===== config.mk =====
export PLATFORM = sky130hd
export DESIGN_NAME = cv32e40p_nmr_monitor
export DESIGN_NICKNAME = d
export VERILOG_FILES = /design/src/rtl/cv32e40p_nmr_monitor.sv
export SDC_FILE = /design/constraint.sdc
export NUM_CORES = 1
export LEC_CHECK = 0
export ABC_AREA = 1
export BUFFER_PORTS_ARGS = -buffer_cell sky130_fd_sc_hd__buf_2
export CELL_PAD_IN_SITES_DETAIL_PLACEMENT = 0
export CELL_PAD_IN_SITES_GLOBAL_PLACEMENT = 1
export CORE_ASPECT_RATIO = 0.6
export CORE_MARGIN = 2
export CORE_UTILIZATION = 37
export CTS_CLUSTER_DIAMETER = 60
export DETAILED_ROUTE_END_ITERATION = 7
export PLACE_DENSITY = 0.9
export SETUP_SLACK_MARGIN = 0.4
export SLEW_MARGIN = 15
export SYNTH_ARGS = -nofsm -noshare
export SYNTH_HDL_FRONTEND = slang
export SYNTH_SLANG_ARGS = --single-unit

===== constraint.sdc =====
create_clock -name clk -period 5.6 [get_ports clk]
set_clock_uncertainty 0.05 [all_clocks]
set_input_delay 0.28 -clock clk [delete_from_list [all_inputs] [get_ports clk]]
set_output_delay 0.28 -clock clk [all_outputs]
set_load 0.005 [all_outputs]

===== src/rtl/cv32e40p_nmr_monitor.sv =====
// N-modular-redundancy voter with per-replica error counters that retire replicas which keep disagreeing.
// Votes combinationally, and state changes on clk. FT_NMR_RECOVERY_EN enables probation and readmission of repaired replicas.
module cv32e40p_nmr_monitor #(
  parameter int NREP               = 3,
  parameter int W                  = 32,
  parameter int INCREMENT          = 4,
  parameter int DECREMENT          = 1,
  parameter int BREAKING_THRESHOLD = 16,
  parameter int COUNT_BIT          = 5,
  parameter int RECOVER_CYCLES     = 64
) (
  input  logic                clk,
  input  logic                rst,
  input  logic                valid_i,
  input  logic [NREP*W-1:0]   to_vote_i,
  input  logic [NREP-1:0]     set_broken_i,
  output logic [W-1:0]        voted_o,
  output logic [NREP-1:0]     block_err_o,
  output logic [NREP-1:0]     is_broken_o,
  output logic                err_detected_o,
  output logic                err_corrected_o,
  output logic [1:0]          mode_o,
  output logic                fail_o
);

  localparam int IW = $clog2(NREP);
  localparam int CW = COUNT_BIT;
  localparam logic [CW:0]   CNT_MAX = {1'b0, {CW{1'b1}}};
  localparam logic [CW:0]   INC     = (CW+1)'(INCREMENT);
  localparam logic [CW-1:0] DEC     = CW'(DECREMENT);
  localparam logic [CW-1:0] THR     = CW'(BREAKING_THRESHOLD);

  if (NREP < 3 || NREP > 7 || BREAKING_THRESHOLD >= (1 << COUNT_BIT) || RECOVER_CYCLES < 1) begin : g_bad_cfg
    $error("cv32e40p_nmr_monitor: unsupported parameter set");
  end

  logic [W-1:0]    rep [NREP];
  logic [NREP-1:0] alive;
  logic [2:0]      n_alive;
  logic [IW-1:0]   lo_idx;
  logic [IW-1:0]   hi_idx;
  logic [W-1:0]    maj;
  logic [W-1:0]    tie_bits;
  logic [NREP-1:0] diff;

  logic [CW-1:0]   cnt      [NREP];
  logic [CW-1:0]   cnt_nxt  [NREP];
  logic [CW:0]     cnt_sum  [NREP];
  logic [CW-1:0]   cnt_upd  [NREP];
  logic [NREP-1:0] forced;
  logic [NREP-1:0] forced_nxt;
  logic [NREP-1:0] broken_nxt;

  assign alive = ~is_broken_o;

  for (genvar i = 0; i < NREP; i++) begin : g_rep
    assign rep[i]     = to_vote_i[i*W +: W];
    assign cnt_sum[i] = {1'b0, cnt[i]} + INC;
    assign cnt_upd[i] = block_err_o[i] ? ((cnt_sum[i] > CNT_MAX) ? CNT_MAX[CW-1:0] : cnt_sum[i][CW-1:0])
                                       : ((cnt[i] >= DEC) ? (cnt[i] - DEC) : '0);
  end

  always_comb begin
    n_alive = '0;
    lo_idx  = '0;
    hi_idx  = '0;
    for (int i = NREP - 1; i >= 0; i--) begin
      if (alive[i]) begin
        n_alive = n_alive + 3'd1;
        lo_idx  = IW'(i);
      end
    end
    for (int i = 0; i < NREP; i++) begin
      if (alive[i]) hi_idx = IW'(i);
    end
  end

  // A bit is tied when exactly half the live replicas hold a one; fall back to the lowest live replica.
  for (genvar b = 0; b < W; b++) begin : g_bit
    logic [2:0] ones;
    always_comb begin
      ones = '0;
      for (int i = 0; i < NREP; i++) ones = ones + {2'b0, alive[i] & rep[i][b]};
    end
    assign tie_bits[b] = ({ones, 1'b0} == {1'b0, n_alive});
    assign maj[b]      = tie_bits[b] ? rep[lo_idx][b] : ({ones, 1'b0} > {1'b0, n_alive});
  end

  always_comb begin
    for (int i = 0; i < NREP; i++) diff[i] = alive[i] && (rep[i] != maj);
  end

  always_comb begin
    if (n_alive >= 3'd3)      mode_o = 2'd0;
    else if (n_alive == 3'd2) mode_o = 2'd1;
    else if (n_alive == 3'd1) mode_o = 2'd2;
    else                      mode_o = 2'd3;
  end

  assign fail_o = (mode_o == 2'd3);

  always_comb begin
    voted_o         = rep[0];
    block_err_o     = '0;
    err_detected_o  = 1'b0;
    err_corrected_o = 1'b0;
    case (mode_o)
      2'd0: begin
        voted_o = maj;
        if (|tie_bits) begin
          err_detected_o = 1'b1;
        end else begin
          block_err_o     = diff;
          err_detected_o  = |diff;
          err_corrected_o = |diff;
        end
      end
      2'd1: begin
        voted_o        = rep[lo_idx];
        err_detected_o = (rep[lo_idx] != rep[hi_idx]);
      end
      2'd2:    voted_o = rep[lo_idx];
      default: voted_o = rep[0];
    endcase
  end

`ifdef FT_NMR_RECOVERY_EN
  localparam int PW = $clog2(RECOVER_CYCLES + 1);
  localparam logic [PW-1:0] PROB_LAST = PW'(RECOVER_CYCLES - 1);

  logic [PW-1:0]   prob     [NREP];
  logic [PW-1:0]   prob_nxt [NREP];
  logic [NREP-1:0] eligible;
  logic [NREP-1:0] match;

  always_comb begin
    for (int i = 0; i < NREP; i++) begin
      eligible[i] = is_broken_o[i] && !forced[i] && (n_alive >= 3'd2);
      match[i]    = (rep[i] == voted_o);
    end
  end
`endif

  always_comb begin
    for (int i = 0; i < NREP; i++) begin
      cnt_nxt[i]    = cnt[i];
      broken_nxt[i] = is_broken_o[i];
      forced_nxt[i] = forced[i];
      if (alive[i] && valid_i) begin
        cnt_nxt[i] = cnt_upd[i];
        if (cnt_upd[i] >= THR) broken_nxt[i] = 1'b1;
      end
`ifdef FT_NMR_RECOVERY_EN
      prob_nxt[i] = prob[i];
      if (!eligible[i]) begin
        prob_nxt[i] = '0;
      end else if (valid_i) begin
        if (!match[i]) begin
          prob_nxt[i] = '0;
        end else if (prob[i] == PROB_LAST) begin
          prob_nxt[i]   = '0;
          cnt_nxt[i]    = '0;
          broken_nxt[i] = 1'b0;
        end else begin
          prob_nxt[i] = prob[i] + PW'(1);
        end
      end
`endif
      // A forced break overrides anything else decided this cycle.
      if (set_broken_i[i]) begin
        broken_nxt[i] = 1'b1;
        forced_nxt[i] = 1'b1;
      end
    end
  end

  always_ff @(posedge clk or posedge rst) begin
    if (rst) begin
      is_broken_o <= '0;
      forced      <= '0;
      for (int i = 0; i < NREP; i++) begin
        cnt[i] <= '0;
`ifdef FT_NMR_RECOVERY_EN
        prob[i] <= '0;
`endif
      end
    end else begin
      is_broken_o <= broken_nxt;
      forced      <= forced_nxt;
      for (int i = 0; i < NREP; i++) begin
        cnt[i] <= cnt_nxt[i];
`ifdef FT_NMR_RECOVERY_EN
        prob[i] <= prob_nxt[i];
`endif
      end
    end
  end

endmodule


-- Word-level counts from Yosys, hierarchy flattened
Index checks and enable logic that the tools add are counted.
- divide/modulo/power cells: 0
- shift-type cells: 0
- add/subtract/negate cells: 72
- magnitude comparators: 44
- bitwise gates (word level): 99
- reduce and logical (&&, ||, !) cells: 19
- eq/ne operators: 41
- multiplexer cells: 74
- multipliers: 0
- operator list (kind ; number):
    32-bit binary-select mux with 2-bit select ; 2
    4-bit by 3-bit equality test with 1-bit output ; 32
    4-bit by 3-bit > comparator with 1-bit output ; 32
    32-bit two-way mux ; 4
    32-bit inequality test ; 4
    2-bit by 1-bit adder with 3-bit output ; 32
    1-bit bitwise AND ; 96
    1-bit by 1-bit adder with 2-bit output ; 32
    32-bit case mux with 2 select lines ; 1
    1-bit two-way mux ; 47
    5-bit two-way mux ; 9
    32-bit OR reduction ; 1
    5-bit by 3-bit adder with 6-bit output (second input constant) ; 3
    6-bit by 5-bit > comparator with 1-bit output (second input constant) ; 3
    5-bit by 1-bit greater-or-equal comparator with 1-bit output (second input constant) ; 3
    5-bit greater-or-equal comparator (second input constant) ; 3
    5-bit by 1-bit subtractor with 5-bit output (second input constant) ; 3
    2-bit two-way mux ; 6
    3-bit two-way mux ; 4
    2-bit nonzero test ; 6
    3-bit by 1-bit adder with 3-bit output (second input constant) ; 2
    3-bit greater-or-equal comparator (second input constant) ; 2
    1-bit logical AND ; 6
    2-bit NOT with 3-bit output ; 2
    other kinds (11) ; 14
- latch bits: 0
- memories kept: 0
- output and inout port bits: 43
- bits in registers: 18
- RAM bits: 0
- ROM bits: 0
- input port bits: 102

-- Longest topological paths before layout
- depth after elaboration: 18
- depth in mapped cells: 24
- depth with buffers taken out: 21

-- Worst setup path before layout
OpenSTA, ideal clock, no wires.
- path kind: reg-to-output
- from: reg is_broken_o[2]
- to: out err_detected_o
- path buffers: 1
- cell stages (with the launch flop): 20
- arrival time: 5186 ps
- path slack: 84 ps
- cell sequence: dfrtp_1 > buf_2 > clkinv_1 > ha_1 > o21ai_0 > ha_1 > and3_1 > or2_2 > nand2_2 > nand2_1 > nand2_1 > nand2_1 > nor2_1 > nand2_1 > nor2_1 > nand2_1 > nand2_1 > nand4_1 > nand2_1 > a21oi_1
- cells in the longest elaborated chain, start to end: 14
- elaborated cells between the ends (all ways): 197
- ends and longest elaborated chain (item ; line ; source):
    start, declared ; 19 ; output logic [NREP-1:0] is_broken_o,
    start signal, assigned ; 188 ; is_broken_o <= broken_nxt;
    3-bit NOT * ; 54 ; assign alive = ~is_broken_o;
    parallel branches: the longest is 12 deep, another holds 4-bit by 3-bit > comparator with 1-bit output ; - ;
    1-bit case mux with 2 select lines * ; 107 ; case (mode_o)
    end, declared ; 20 ; output logic err_detected_o,
Mark *: on every way between the ends. The select of a mux whose other input is x is not followed.

-- Worst setup path after layout
- from: reg is_broken_o[1]
- to: out err_detected_o
- cells in the longest elaborated chain, start to end: 13
- elaborated cells between the ends (all ways): 227
- ends and longest elaborated chain (item ; line):
    3-bit NOT * ; 54
    parallel branches: the longest is 11 deep, another holds 4-bit by 3-bit > comparator with 1-bit output ; -
    1-bit case mux with 2 select lines * ; 107
Marks and branches as above.

==> results.sh <==
export IMPL_leakage_nw=5.692
export IMPL_die_area_um2=26790
export IMPL_boundaryPins=145
export IMPL_clk_pin_slew_ps=60
export IMPL_fp_dieH_um=127.6
export IMPL_clockBufferDepth=2
export IMPL_worst_pin_slew_ps=1055
export IMPL_portBuffers=144
export IMPL_outcome="finished, final reports clean"
export IMPL_netlist_area_um2=9420
export IMPL_min_path_type="input pin to async pin"
export IMPL_antenna_found_initial=0
export IMPL_cts_tree="built"
export IMPL_syn_num_nets=1841
export IMPL_coreArea_um2=25170
export IMPL_critPathLaunchType="register"
export IMPL_critPathArrivalTime_ps=4520
export IMPL_vias_per_cell=5.594
export IMPL_synth_commonest_cells="417 x nand2_1, 293 x nand3_1, 173 x inv_1, 171 x nor2_1, 83 x ha_1"
export IMPL_grt_pass1_wl_um=57220
export IMPL_synth_ff_type="dfrtp_1"
export IMPL_setup_violations=0
export IMPL_clkSinkCount=18
export IMPL_syn_to_final_growth_pct=11.24
export IMPL_syn_inst=1623
export IMPL_drc=0
export IMPL_yosys_area_top_type="nand2_1"
export IMPL_maxCapViolCount=0
export IMPL_relSlewSlack=0.2969
export IMPL_grt_max_degree=67
export IMPL_cp_max_fo=25
export IMPL_hold_viol=0
export IMPL_place_detailed_hpwl_um=28260
export IMPL_grt_use_total=0.2687
export IMPL_grt_setup_unrepaired="false"
export IMPL_cts_buffers_inserted=3
export IMPL_fin_setup_tns_ps=0
export IMPL_ir_drop_v=0.0001292
export IMPL_drive_gt1_frac=0.1679
export IMPL_drv_slew=0
export IMPL_fin_crit_sh=0.8661
export IMPL_postSynthAreaPerCell_um2=5.804
export IMPL_seq_area_um2=454.2
export IMPL_synth_top_cells_by_area="nand2_1 17%, nand3_1 16%, ha_1 11%"
export IMPL_max_clock_freq_ghz=0.2062
export IMPL_yosysWarnings=0
export IMPL_clockRootBuffer="clkbuf_16"
export IMPL_synth_top_area_share=0.1662
export IMPL_insertion_delay_ps=250
export IMPL_synth_most_common_cell="nand2_1"
export IMPL_synth_seq_cells=18
export IMPL_cp_end_kind="primary output"
export IMPL_post_route_util=0.4164
export IMPL_initialDrtViolationCount=1363
export IMPL_h_tree_depth=1
export IMPL_critPathKind="register to primary output"
export IMPL_gp_congestion=1.004
export IMPL_power_per_cell_area_nw_per_um2=71.26
export IMPL_fillers=2702
export IMPL_firstDrtPassIters=6
export IMPL_cp_required_ps=5270
export IMPL_num_rows=45
export IMPL_overflow=0
export IMPL_synth_async_sr_flop_share=1.000
export IMPL_start_util=0.3743
export IMPL_seq_area_frac_synth=0.04782
export IMPL_synth_edf_count=0
export IMPL_cts_resized_gates=0
export IMPL_yosysUniqueCellTypes=40
export IMPL_grt_pass1_vias=10370
export IMPL_multi_input_area_um2=7901
export IMPL_wl_per_cell_um=17.91
export IMPL_fin_nets=1952
export IMPL_ant_nets=0
export IMPL_finalCriticalPeriod_ps=4850
export IMPL_die_x_um=210.0
export IMPL_wirelength_um=36930
export IMPL_diodes=0
export IMPL_num_vias=11534
per-layer routing:
| layer | up-vias | GRT usage | share of wire |
|---|---|---|---|
| met5 | - | 0 | 0 |
| met4 | 0 | 0.04798 | 0.015 |
| met1 | 5202 | 0.4194 | 0.48 |
| met2 | 685 | 0.3735 | 0.38 |
| met3 | 41 | 0.05654 | 0.13 |
| li1 | 5606 | - | - |
critical path, stage by stage (launching register included):
cell and delay, ps:
dfrtp_2 600, inv_4 140, ha_1 320, nand3_1 470, buf_12 350, ha_1 330
nand3_1 180, inv_1 120, or2_2 340, nand3_1 100, nand2_1 50, nand3_1 110
nor2_1 90, nand2_1 70, nor2_1 40, nand2_1 150, nand2_1 100, nand4_1 120
nand2_1 60, a21oi_1 330, buf_2 180
path summary, 6_finish.rpt:
check                           startpoint             end  slack, ps  cells after the start
min                                    rst          cnt[8]        100                      2
min in group clk           set_broken_i[1]  is_broken_o[1]        200                      3
min reg2reg                         cnt[8]          cnt[8]        510                      2
max                         is_broken_o[1]  err_detected_o        750                     20
max in group asynchronous              rst  is_broken_o[2]       4900                      2
max reg2reg                 is_broken_o[2]  is_broken_o[0]       1310                     18
cells in the final DEF, fill, tap and decap left out, types with 16 or more instances in the layout:
master   count
fa_1        33
inv_1      173
a21o_1      17
o21ai_2     21
buf_4       20
ha_1        83
nand3_2     34
o21ai_1     17
nand2_2     23
a21oi_1     51
nor2_1     171
nand2_1    417
nand4_1     18
o22ai_1     30
or2_2       16
a31oi_1     32
xor2_1      19
xnor2_1     22
nand3_1    293
buf_2      144
what timing repair did:
action,4_1_cts,5_1_grt
hold buffers,0,0
setup endpoints to repair,0,2
buffers inserted,0,0
through the flow:
| step | setup slack (ps) | hold WS (ps) | total power [mW] | instance area [um2] | std cells |
|---|---|---|---|---|---|
| finish | 749.8 | 96.71 | 0.7467 | 10480 | 2062 |
| floorplan | 977.0 | 168.6 | 0.4233 | 9420 | 1623 |
| detailed placement | 995.0 | 399.0 | 0.5745 | 10380 | 2057 |
| global placement | 1104 | 389.1 | 0.5737 | 10380 | 2057 |
| global route | 457.7 | 165.5 | 0.8089 | 10480 | 2062 |
| CTS | 719.8 | 126.4 | 0.7369 | 10470 | 2061 |
logic make-up (layout without fill, tap and decap cells):
family                   Yosys count  after routing  synth area share
AO/OA/AOI/OAI                    187            188            0.1243
XOR/XNOR                          41             41           0.03812
adder cells (fa/ha/maj)          116            116            0.1804
buffers and inverters            248            357            0.1156
flip-flops                        18             18           0.04781
AND/OR/NAND/NOR                 1013           1013            0.4938
final cells by class:
| type | instances | share of cell area |
|---|---|---|
| multi-input combinational | 1358 | 0.7540 |
| timing repair buffer | 166 | 0.08693 |
| inverter | 187 | 0.06794 |
| sequential | 18 | 0.04334 |
| tap | 329 | 0.03928 |
| clock buffer | 4 | 0.008478 |
power breakdown:
part / internal [mW] / total (mW) / switching (mW)
combinational: 0.154 / 0.432 / 0.278
clock: 0.109 / 0.160 / 0.0513
sequential: 0.143 / 0.155 / 0.0117
total: 0.406 / 0.747 / 0.341
sequential cells by signal, indices dropped and copies added, names as in the netlist:
signal	cells
cnt	15
is_broken_o	3
(Power assumes the default switching activity.)
